File: config.mk
export PLATFORM = sky130hd
export DESIGN_NAME = wb_arbiter2
export DESIGN_NICKNAME = d
export VERILOG_FILES = /design/src/rtl/wb_arbiter2.sv
export SDC_FILE = /design/constraint.sdc
export NUM_CORES = 1
export LEC_CHECK = 0
export BUFFER_PORTS_ARGS = -buffer_cell sky130_fd_sc_hd__buf_4
export CORE_AREA = 5 5 119 121
export CTS_CLUSTER_SIZE = 16
export DETAILED_ROUTE_END_ITERATION = 12
export DIE_AREA = 0 0 124 126
export PLACE_DENSITY = 0.44
export SKIP_LAST_GASP = 1
export SLEW_MARGIN = 0
export SYNTH_ARGS = -nofsm -noshare
export SYNTH_HDL_FRONTEND = slang
export SYNTH_SLANG_ARGS = --single-unit
File: constraint.sdc
create_clock -name clk_i -period 2.25 [get_ports clk_i]
set_input_delay 0.1125 -clock clk_i [delete_from_list [all_inputs] [get_ports clk_i]]
set_output_delay 0.1125 -clock clk_i [all_outputs]
set_load 0.05 [all_outputs]
File: src/rtl/wb_arbiter2.sv
// Two-master, one-slave Wishbone arbiter with round-robin fairness.
// m0 = instruction fetch, m1 = data port. The grant is registered; address,
// control and write data are muxed combinationally from the owner, and ack/err
// are routed back to the owner only.
// Optional feature: define WB_ARB_TIMEOUT_EN to enable the stalled-strobe
// timeout (TO_CYC cycles) that errors the owner and releases the bus.
module wb_arbiter2 #(
    parameter int unsigned AW     = 32,
    parameter int unsigned DW     = 32,
    parameter int unsigned SW     = 2,
    parameter int unsigned TO_CYC = 255
) (
    input  logic          clk_i,
    input  logic          rst_i,
    input  logic [AW-1:0] m0_adr_i,
    input  logic [DW-1:0] m0_dat_i,
    output logic [DW-1:0] m0_dat_o,
    input  logic          m0_we_i,
    input  logic [SW-1:0] m0_sel_i,
    input  logic          m0_tga_i,
    input  logic          m0_stb_i,
    input  logic          m0_cyc_i,
    output logic          m0_ack_o,
    output logic          m0_err_o,
    input  logic [AW-1:0] m1_adr_i,
    input  logic [DW-1:0] m1_dat_i,
    output logic [DW-1:0] m1_dat_o,
    input  logic          m1_we_i,
    input  logic [SW-1:0] m1_sel_i,
    input  logic          m1_tga_i,
    input  logic          m1_stb_i,
    input  logic          m1_cyc_i,
    output logic          m1_ack_o,
    output logic          m1_err_o,
    output logic [AW-1:0] s_adr_o,
    output logic [DW-1:0] s_dat_o,
    output logic          s_we_o,
    output logic [SW-1:0] s_sel_o,
    output logic          s_tga_o,
    output logic          s_stb_o,
    output logic          s_cyc_o,
    input  logic [DW-1:0] s_dat_i,
    input  logic          s_ack_i,
    output logic [1:0]    gnt_o
);

    localparam int unsigned CNT_W =
        ($clog2(TO_CYC + 1) > 8) ? $clog2(TO_CYC + 1) : 8;

    typedef enum logic [1:0] {
        IDLE = 2'd0,
        OWN0 = 2'd1,
        OWN1 = 2'd2
    } state_t;

    state_t state;
    state_t state_nxt;
    logic   last_owner;       // 0 = m0 released last, 1 = m1 released last
    logic   last_owner_nxt;
    logic   owner_stb_c;
    logic   owner_ack_c;
    logic   timeout_hit_c;

    // Owner strobe and a slave ack that is qualified by that strobe
    assign owner_stb_c = ((state == OWN0) && m0_stb_i) || ((state == OWN1) && m1_stb_i);
    assign owner_ack_c = owner_stb_c && s_ack_i;

    // Read data is broadcast; only ack tells a master it is valid
    assign m0_dat_o = s_dat_i;
    assign m1_dat_o = s_dat_i;

`ifdef WB_ARB_TIMEOUT_EN
    logic [CNT_W-1:0] to_cnt;

    // Fires in the cycle that would be the TO_CYC-th consecutive stalled one
    assign timeout_hit_c = owner_stb_c && (to_cnt == CNT_W'(TO_CYC - 1));
    assign m0_err_o      = timeout_hit_c && (state == OWN0);
    assign m1_err_o      = timeout_hit_c && (state == OWN1);

    // Stall counter: cleared on ack, ownership change or idle; counts unacked strobes
    always_ff @(posedge clk_i) begin
        if (rst_i || (state == IDLE) || (state_nxt != state) || owner_ack_c) begin
            to_cnt <= '0;
        end else if (owner_stb_c) begin
            to_cnt <= to_cnt + CNT_W'(1);
        end
    end
`else
    logic [CNT_W-1:0] unused_to_cyc;

    assign unused_to_cyc = CNT_W'(TO_CYC);
    assign timeout_hit_c = 1'b0;
    assign m0_err_o      = 1'b0;
    assign m1_err_o      = 1'b0;
`endif

    // State, fairness pointer and registered grant
    always_ff @(posedge clk_i) begin
        if (rst_i) begin
            state      <= IDLE;
            last_owner <= 1'b0;
            gnt_o      <= 2'b00;
        end else begin
            state      <= state_nxt;
            last_owner <= last_owner_nxt;
            gnt_o      <= {state_nxt == OWN1, state_nxt == OWN0};
        end
    end

    // Next-state: round-robin on ties, hold while cyc, direct hand-over on release
    always_comb begin
        state_nxt      = state;
        last_owner_nxt = last_owner;
        case (state)
            IDLE: begin
                if (m0_cyc_i && m1_cyc_i) begin
                    state_nxt = last_owner ? OWN0 : OWN1;
                end else if (m0_cyc_i) begin
                    state_nxt = OWN0;
                end else if (m1_cyc_i) begin
                    state_nxt = OWN1;
                end
            end
            OWN0: begin
                if (!m0_cyc_i || timeout_hit_c) begin
                    last_owner_nxt = 1'b0;
                    state_nxt      = m1_cyc_i ? OWN1 : IDLE;
                end
            end
            OWN1: begin
                if (!m1_cyc_i || timeout_hit_c) begin
                    last_owner_nxt = 1'b1;
                    state_nxt      = m0_cyc_i ? OWN0 : IDLE;
                end
            end
            default: state_nxt = IDLE;
        endcase
    end

    // Slave-side mux and owner-only ack; a reset cycle forwards no ack
    always_comb begin
        s_adr_o  = m0_adr_i;
        s_dat_o  = m0_dat_i;
        s_sel_o  = m0_sel_i;
        s_tga_o  = m0_tga_i;
        s_we_o   = 1'b0;
        s_cyc_o  = 1'b0;
        s_stb_o  = 1'b0;
        m0_ack_o = 1'b0;
        m1_ack_o = 1'b0;
        case (state)
            OWN0: begin
                s_we_o   = m0_we_i;
                s_cyc_o  = m0_cyc_i && !timeout_hit_c;
                s_stb_o  = m0_stb_i && !timeout_hit_c;
                m0_ack_o = owner_ack_c && !timeout_hit_c && !rst_i;
            end
            OWN1: begin
                s_adr_o  = m1_adr_i;
                s_dat_o  = m1_dat_i;
                s_sel_o  = m1_sel_i;
                s_tga_o  = m1_tga_i;
                s_we_o   = m1_we_i;
                s_cyc_o  = m1_cyc_i && !timeout_hit_c;
                s_stb_o  = m1_stb_i && !timeout_hit_c;
                m1_ack_o = owner_ack_c && !timeout_hit_c && !rst_i;
            end
            default: ;
        endcase
    end

endmodule

==> flow_summary.rst, run 1 <==
.. list-table::
   :header-rows: 1

   * - Metric
     - Value
   * - Status
     - completed
   * - Post-route setup TNS
     - 0 ns
   * - DRT Wirelength
     - 7.44 mm
   * - Count of hold buffers inserted by post-cts repair
     - 0
   * - Top_reg_cell synth
     - sky130_fd_sc_hd__dfxtp_1
   * - Fraction of the cycle the final worst path needs
     - 91.3%
   * - Hold violation total from the final report
     - 0
   * - Sum of internal, switching and leakage power
     - 1.73 mW
   * - Top cells by count, synth
     - 67 x sky130_fd_sc_hd__mux2_2, 66 x sky130_fd_sc_hd__buf_4, 10 x sky130_fd_sc_hd__buf_2
   * - Worst setup slack for register-to-register paths
     - 0.54 ns
   * - Skew-Pair Late Insertion Delay
     - 0.23 ns
   * - Met1 usage in global routing
     - 9.76%
   * - Clock net sink count
     - 5
   * - Area of the die
     - 15600 um2
   * - Initial antenna violation count
     - 0
   * - Detailed-placement wirelength estimate
     - 6.49 mm
   * - Area share of the largest cell type after synthesis
     - 44.4%
   * - Dominant cell by count in the synthesized netlist
     - sky130_fd_sc_hd__mux2_2
   * - Unrepaired setup endpoints after global routing
     - no
   * - Total number of nets in the final design
     - 517
   * - Vias per inst
     - 3.56
   * - Biggest area consumer among synthesized cells
     - sky130_fd_sc_hd__mux2_2
   * - Startpoint-to-endpoint class of the critical path
     - register to output pin
   * - Initial Utilization
     - 13.1%
   * - Power density over the cells
     - 557 nW/um2
   * - End of the worst hold path
     - gnt_o[0]$_SDFF_PP0_
   * - Post-synthesis instance area
     - 1700 um2
   * - Number of setup buffers added after CTS
     - 0
   * - I/O pin total
     - 315
   * - Number of iterations in the first detailed-routing pass
     - 4
   * - Via count of the first global-routing pass
     - 2019
   * - Global-route wire length before repair
     - 10.7 mm
   * - Synth Area per Inst
     - 8.89 um2
   * - Met2 Usage GRT
     - 16.1%
   * - Hold Path Class
     - primary input to register
   * - Residual antenna-violating net count after detailed routing
     - 0
   * - Final weighted congestion in routability-driven placement
     - 0.874
   * - Share of the yosys chip area belonging to registers
     - 5.90%
   * - Number of flip-flops and latches in the synthesized netlist
     - 5
   * - Non-Filler Instances
     - 512
   * - Asr flop ratio synth
     - 0%
   * - Most area-consuming cells after synthesis
     - sky130_fd_sc_hd__mux2_2 44%, sky130_fd_sc_hd__buf_4 29%, sky130_fd_sc_hd__dfxtp_1 5.9%
   * - Largest fanout on the critical path
     - 74
   * - Buffers added on ports
     - 216
   * - Site Rows
     - 42
   * - Number of instances resized during post-cts repair
     - 0
   * - Global Route met3 Usage
     - 2.33%
   * - Number of failing setup endpoints in the final timing report
     - 0
   * - Number of cells traversed by the worst register-to-register path
     - 6
   * - Startpoint of the lowest-slack register-to-register path
     - state[1]$_SDFF_PP0_
   * - Worst IR drop on VDD
     - 0.000180 V
   * - Setup crit start kind
     - register
   * - Number of flops mapped to enable cells by yosys
     - 0
   * - Number of antenna cells inserted
     - 0
   * - Share of post-route cells with drive strength above 1
     - 87.2%
   * - GR Overflow Total
     - 0
   * - Pin count of the biggest net entering global routing
     - 75
   * - Synthesis-to-layout area growth
     - 83.2%
   * - Number of buffers between clock root and the deepest sink
     - 2
   * - Number of instances in the placed design
     - 508
   * - # Max-Cap Violations
     - 0
   * - Count of pins over their slew limit
     - 0
   * - Clock buffer count from CTS
     - 3
   * - Worst Min Path Start
     - rst_i
   * - Via Count
     - 1821
   * - Sort of element at the end of the critical path
     - output pin
   * - TritonCTS clock tree
     - done
   * - Lkg Pwr
     - 1.49 nW
   * - Maximum operating frequency
     - 487 MHz
   * - Library cell used as clock root buffer
     - sky130_fd_sc_hd__clkbuf_16
   * - Clock slew seen by the registers of the worst setup and hold paths
     - 0.03 ns
   * - Count of unresolved DRC violations after routing
     - 0
   * - Horiz. Die Dim
     - 124 um
   * - Worst hold path depth
     - 2
   * - H-tree lvl count
     - 1
   * - Unique masters post-synth
     - 26
   * - Core area
     - 13000 um2
   * - Reg-to-reg critical path endpoint
     - gnt_o[0]$_SDFF_PP0_
   * - GRT Resource Usage Total
     - 8.71%
   * - Arrival @ worst endpoint
     - 1.94 ns
   * - Maximum clock skew at final layout
     - 0.00133 ns
   * - Average detailed-routed wire length per instance
     - 14.5 um
   * - DIE HEIGHT
     - 126 um
   * - Clock period minus final worst setup slack
     - 2.05 ns
   * - Synth Instances
     - 191
   * - Global-route layer with the greatest usage
     - met2
   * - Count of routing violations after the opening detailed-route iteration
     - 38
   * - Yosys warning total
     - 0
   * - Critical path required time
     - 2.14 ns
[power by group]
part	internal (mW)	switching (mW)
combinational	0.536	0.798
sequential	0.0981	0.00978
clock	0.235	0.0556
total	0.868	0.863
[critical path: stages (launching register included)]
cell and delay (ns):
sky130_fd_sc_hd__dfxtp_1 0.49, sky130_fd_sc_hd__ha_4 0.19, sky130_fd_sc_hd__buf_12 0.33, sky130_fd_sc_hd__a21oi_1 0.15, sky130_fd_sc_hd__nor4bb_2 0.29, sky130_fd_sc_hd__buf_4 0.24
[state kept, by name (all words and copies together), names as in the netlist]
register and cells:
gnt_o 2, state 2, last_owner 1
[final cells by class]
type	instances	area (um2)
clock buffer	4	78.8
inverter	3	11.3
multi-input combinational	107	1060
fill	1426	9870
tap	176	220
sequential	5	100
timing repair buffer	217	1640
[how the worst max path moves through the flow]
| stage | start | endpoint | cells past startpoint |
|---|---|---|---|
| floorplan | state[1]$_SDFF_PP0_ | m1_ack_o | 4 |
| global placement | state[1]$_SDFF_PP0_ | m0_ack_o | 5 |
| detailed placement | state[1]$_SDFF_PP0_ | m0_ack_o | 5 |
| CTS | state[1]$_SDFF_PP0_ | m0_ack_o | 5 |
| global route | state[1]$_SDFF_PP0_ | m0_ack_o | 5 |
| finish | state[1]$_SDFF_PP0_ | m0_ack_o | 5 |
[cells by family after synthesis]
family	share of synthesized area (%)
compound gates	5.08
fa+ha+maj	3.68
buf+inv	33.5
flops	5.90
mux	44.4
other cells	0.221
simple gates	7.22
[per-stage QoR]
stage               hold WS [ns]  setup slack, ns  util, %  instance area (um2)
floorplan                  0.186           0.0968        -                 1710
global placement           0.225            0.461     23.4                 3030
detailed placement         0.225            0.408     23.4                 3030
CTS                        0.123            0.169     24.0                 3110
global route               0.129           0.0858     24.0                 3110
finish                     0.121            0.197     24.0                 3110
[cells in the final DEF, fill, tap and decap left out]
cell | synthesis | routed
sky130_fd_sc_hd__a21oi_1 | 5 | 5
sky130_fd_sc_hd__a221o_1 | 1 | 1
sky130_fd_sc_hd__a22oi_1 | 4 | 4
sky130_fd_sc_hd__and2_1 | 1 | 1
sky130_fd_sc_hd__and3_1 | 2 | 2
sky130_fd_sc_hd__buf_12 | 0 | 1
sky130_fd_sc_hd__buf_4 | 66 | 216
sky130_fd_sc_hd__clkbuf_1 | 0 | 1
sky130_fd_sc_hd__clkbuf_16 | 0 | 3
sky130_fd_sc_hd__conb_1 | 1 | 2
sky130_fd_sc_hd__dfxtp_1 | 5 | 5
sky130_fd_sc_hd__ha_1 | 5 | 4
sky130_fd_sc_hd__ha_4 | 0 | 1
sky130_fd_sc_hd__inv_1 | 2 | 2
sky130_fd_sc_hd__inv_2 | 1 | 1
sky130_fd_sc_hd__mux2_2 | 67 | 67
sky130_fd_sc_hd__nand2_1 | 2 | 2
sky130_fd_sc_hd__nand2b_1 | 1 | 1
sky130_fd_sc_hd__nand4_1 | 1 | 1
sky130_fd_sc_hd__nor2_1 | 3 | 3
sky130_fd_sc_hd__nor2_4 | 1 | 1
sky130_fd_sc_hd__nor2b_1 | 3 | 3
sky130_fd_sc_hd__nor3_1 | 2 | 2
sky130_fd_sc_hd__nor4_2 | 1 | 1
sky130_fd_sc_hd__nor4bb_2 | 0 | 2
sky130_fd_sc_hd__o21ai_0 | 2 | 2
sky130_fd_sc_hd__o21ai_1 | 1 | 1
sky130_fd_sc_hd__o22ai_1 | 1 | 1
[metal layers]
metal	share of wire [%]	wire, um
met5	0	0
met4	1.4	103
met3	8.2	613
met2	55	4070
met1	36	2650
(Power assumes the default switching activity.)
==> run 2: changes to the inputs <==
CORE_AREA = 5 5 120 122   (was 5 5 119 121)
DIE_AREA = 0 0 125 127   (was 0 0 124 126)
PLACE_DENSITY = 0.45   (was 0.44)
clock period = 1.7 ns   (was 2.25 ns; I/O delays follow)
==> run 2 against run 1 <==
  * Critical path depth is 2 higher
  * Highest routed layer unchanged
  * Sequential share of layout area is 0.30 points lower
  * Combinational power is 55% higher
  * The run now ends with setup timing left
  * Total power is 49% higher
  * Clock skew is 0.00072 ns lower
  * Core utilization is 2.9 points higher
  * Final cell count is 2.1% higher
==> flow_summary.rst, run 2 (synthesized netlist as in run 1, its figures left out) <==
.. list-table::
   :header-rows: 1

   * - Metric
     - Value
   * - Status
     - finished, violations left
   * - Violations in the final reports
     - setup timing
   * - Largest fanout on the critical path
     - 8
   * - Hold violation total from the final report
     - 0
   * - Lkg Pwr
     - 1.68 nW
   * - DRT Wirelength
     - 8.57 mm
   * - DIE HEIGHT
     - 127 um
   * - Area of the die
     - 15900 um2
   * - Reg-to-reg critical path endpoint
     - gnt_o[1]$_SDFF_PP0_
   * - Site Rows
     - 42
   * - Via Count
     - 1912
   * - Non-Filler Instances
     - 523
   * - End of the worst hold path
     - gnt_o[0]$_SDFF_PP0_
   * - Critical path required time
     - 1.62 ns
   * - Count of unresolved DRC violations after routing
     - 0
   * - Residual antenna-violating net count after detailed routing
     - 0
   * - Number of failing setup endpoints in the final timing report
     - 18
   * - Sort of element at the end of the critical path
     - output pin
   * - Final weighted congestion in routability-driven placement
     - 0.718
   * - Horiz. Die Dim
     - 125 um
   * - Clock buffer count from CTS
     - 3
   * - H-tree lvl count
     - 1
   * - Share of the core filled with cells
     - 26.9%
   * - Pin count of the biggest net entering global routing
     - 22
   * - Leading cell type in the layout, fill and taps excluded
     - sky130_fd_sc_hd__buf_4
   * - Arrival @ worst endpoint
     - 1.64 ns
   * - Clock slew seen by the registers of the worst setup and hold paths
     - 0.03 ns
   * - Synthesis-to-layout area growth
     - 107%
   * - GRT Resource Usage Total
     - 9.46%
   * - Skew-Pair Late Insertion Delay
     - 0.23 ns
   * - Vias per inst
     - 3.66
   * - Average detailed-routed wire length per instance
     - 16.4 um
   * - Clock net sink count
     - 5
   * - Hold Path Class
     - primary input to register
   * - Maximum operating frequency
     - 580 MHz
   * - Maximum clock skew at final layout
     - 0.000602 ns
   * - Unrepaired setup endpoints after global routing
     - yes
   * - Setup crit start kind
     - register
   * - Worst hold path depth
     - 2
   * - Minimum setup slack in the final design
     - -0.0253 ns
   * - Clock period minus final worst setup slack
     - 1.73 ns
   * - Via count of the first global-routing pass
     - 2209
   * - Share of post-route cells with drive strength above 1
     - 89.0%
   * - Total number of nets in the final design
     - 528
   * - Startpoint of the lowest-slack register-to-register path
     - state[0]$_SDFF_PP0_
   * - Library cell used as clock root buffer
     - sky130_fd_sc_hd__clkbuf_16
   * - Startpoint-to-endpoint class of the critical path
     - register to output pin
   * - GR Overflow Total
     - 0
   * - Count of hold buffers inserted by post-cts repair
     - 0
   * - Fraction of the cycle the final worst path needs
     - 101%
   * - TritonCTS clock tree
     - done
   * - Number of buffers between clock root and the deepest sink
     - 2
   * - Count of routing violations after the opening detailed-route iteration
     - 67
   * - Worst setup slack for register-to-register paths
     - 0.06 ns
   * - Worst IR drop on VDD
     - 0.000327 V
   * - Number of instances in the placed design
     - 510
   * - Count of pins over their slew limit
     - 0
   * - Global-route wire length before repair
     - 12.1 mm
   * - Commonest cells after routing, fill and taps aside
     - 195 x sky130_fd_sc_hd__buf_4, 54 x sky130_fd_sc_hd__mux2_2, 13 x sky130_fd_sc_hd__mux2_4, 13 x sky130_fd_sc_hd__buf_8, 12 x sky130_fd_sc_hd__buf_6
   * - I/O pin total
     - 315
   * - Initial antenna violation count
     - 0
   * - Core area
     - 13100 um2
   * - Buffers added on ports
     - 216
   * - Power density over the cells
     - 734 nW/um2
   * - Top Registers
     - gnt_o: 2 flops, state: 2 flops, last_owner: 1 flops
   * - Worst Min Path Start
     - rst_i
   * - Number of iterations in the first detailed-routing pass
     - 4
   * - Number of cells traversed by the worst register-to-register path
     - 9
   * - Initial Utilization
     - 13.0%
   * - # Max-Cap Violations
     - 0
   * - Number of antenna cells inserted
     - 0
[run 2: layout make-up]
class,count,area (um2)
clock buffers,4,78.8
fillers,1416,9570
inverters,3,11.3
multi-input cells,107,1140
flip-flops and latches,5,103
well taps,176,220
repair buffers,228,1970
[run 2: through the flow]
stage / cell area [um2] / power (mW) / hold WS [ns] / setup TNS, ns / setup slack [ns]
final: 3520 / 2.58 / 0.119 / -0.244 / -0.0253
after global routing: 3520 / 2.70 / 0.134 / -2.27 / -0.0684
after CTS: 3400 / 2.54 / 0.121 / -0.694 / -0.0479
after detailed placement: 3080 / 1.96 / 0.171 / 0 / 0.0474
after global placement: 3080 / 1.96 / 0.171 / 0 / 0.0750
after floorplan: 1730 / 1.71 / 0.159 / -0.0880 / -0.0880
[run 2: worst max-delay path, cell delays in order, from the launching register on]
cell and delay (ns):
sky130_fd_sc_hd__dfxtp_2 0.32, sky130_fd_sc_hd__inv_2 0.05, sky130_fd_sc_hd__ha_4 0.18, sky130_fd_sc_hd__buf_12 0.13, sky130_fd_sc_hd__buf_12 0.12, sky130_fd_sc_hd__buf_16 0.14
sky130_fd_sc_hd__mux2_4 0.31, sky130_fd_sc_hd__buf_8 0.15
[run 2: layer usage]
layer,GRT usage [%],vias up,routed length (um)
li1,-,907,-
met1,9.78,854,2900
met2,18.1,131,4730
met3,3.92,20,875
met4,1.59,0,70
met5,0,-,0
[run 2: where the power goes]
part / internal, mW / switching (mW)
sequential: 0.131 / 0.00874
combinational: 0.915 / 1.14
clock: 0.311 / 0.0746
total: 1.36 / 1.23
[run 2: timing repair]
| action | CTS | global route |
|---|---|---|
| cloned | 3 | 1 |
| endpoints found under the setup margin | 71 | 59 |
| gates resized for setup | 27 | 32 |
| buffers inserted | 5 | 2 |
[run 2: worst max-delay path by stage]
stage                         from          end  slack [ns]  cells past startpoint
6_report       state[0]$_SDFF_PP0_  s_adr_o[21]       -0.03                      7
4_1_cts        state[0]$_SDFF_PP0_   s_adr_o[2]       -0.05                      7
2_1_floorplan  state[1]$_SDFF_PP0_     m1_ack_o       -0.09                      4
3_3_place_gp   state[0]$_SDFF_PP0_     m0_ack_o        0.08                      6
5_1_grt        state[0]$_SDFF_PP0_  s_adr_o[28]       -0.07                      6
3_5_place_dp   state[0]$_SDFF_PP0_     m0_ack_o        0.05                      6
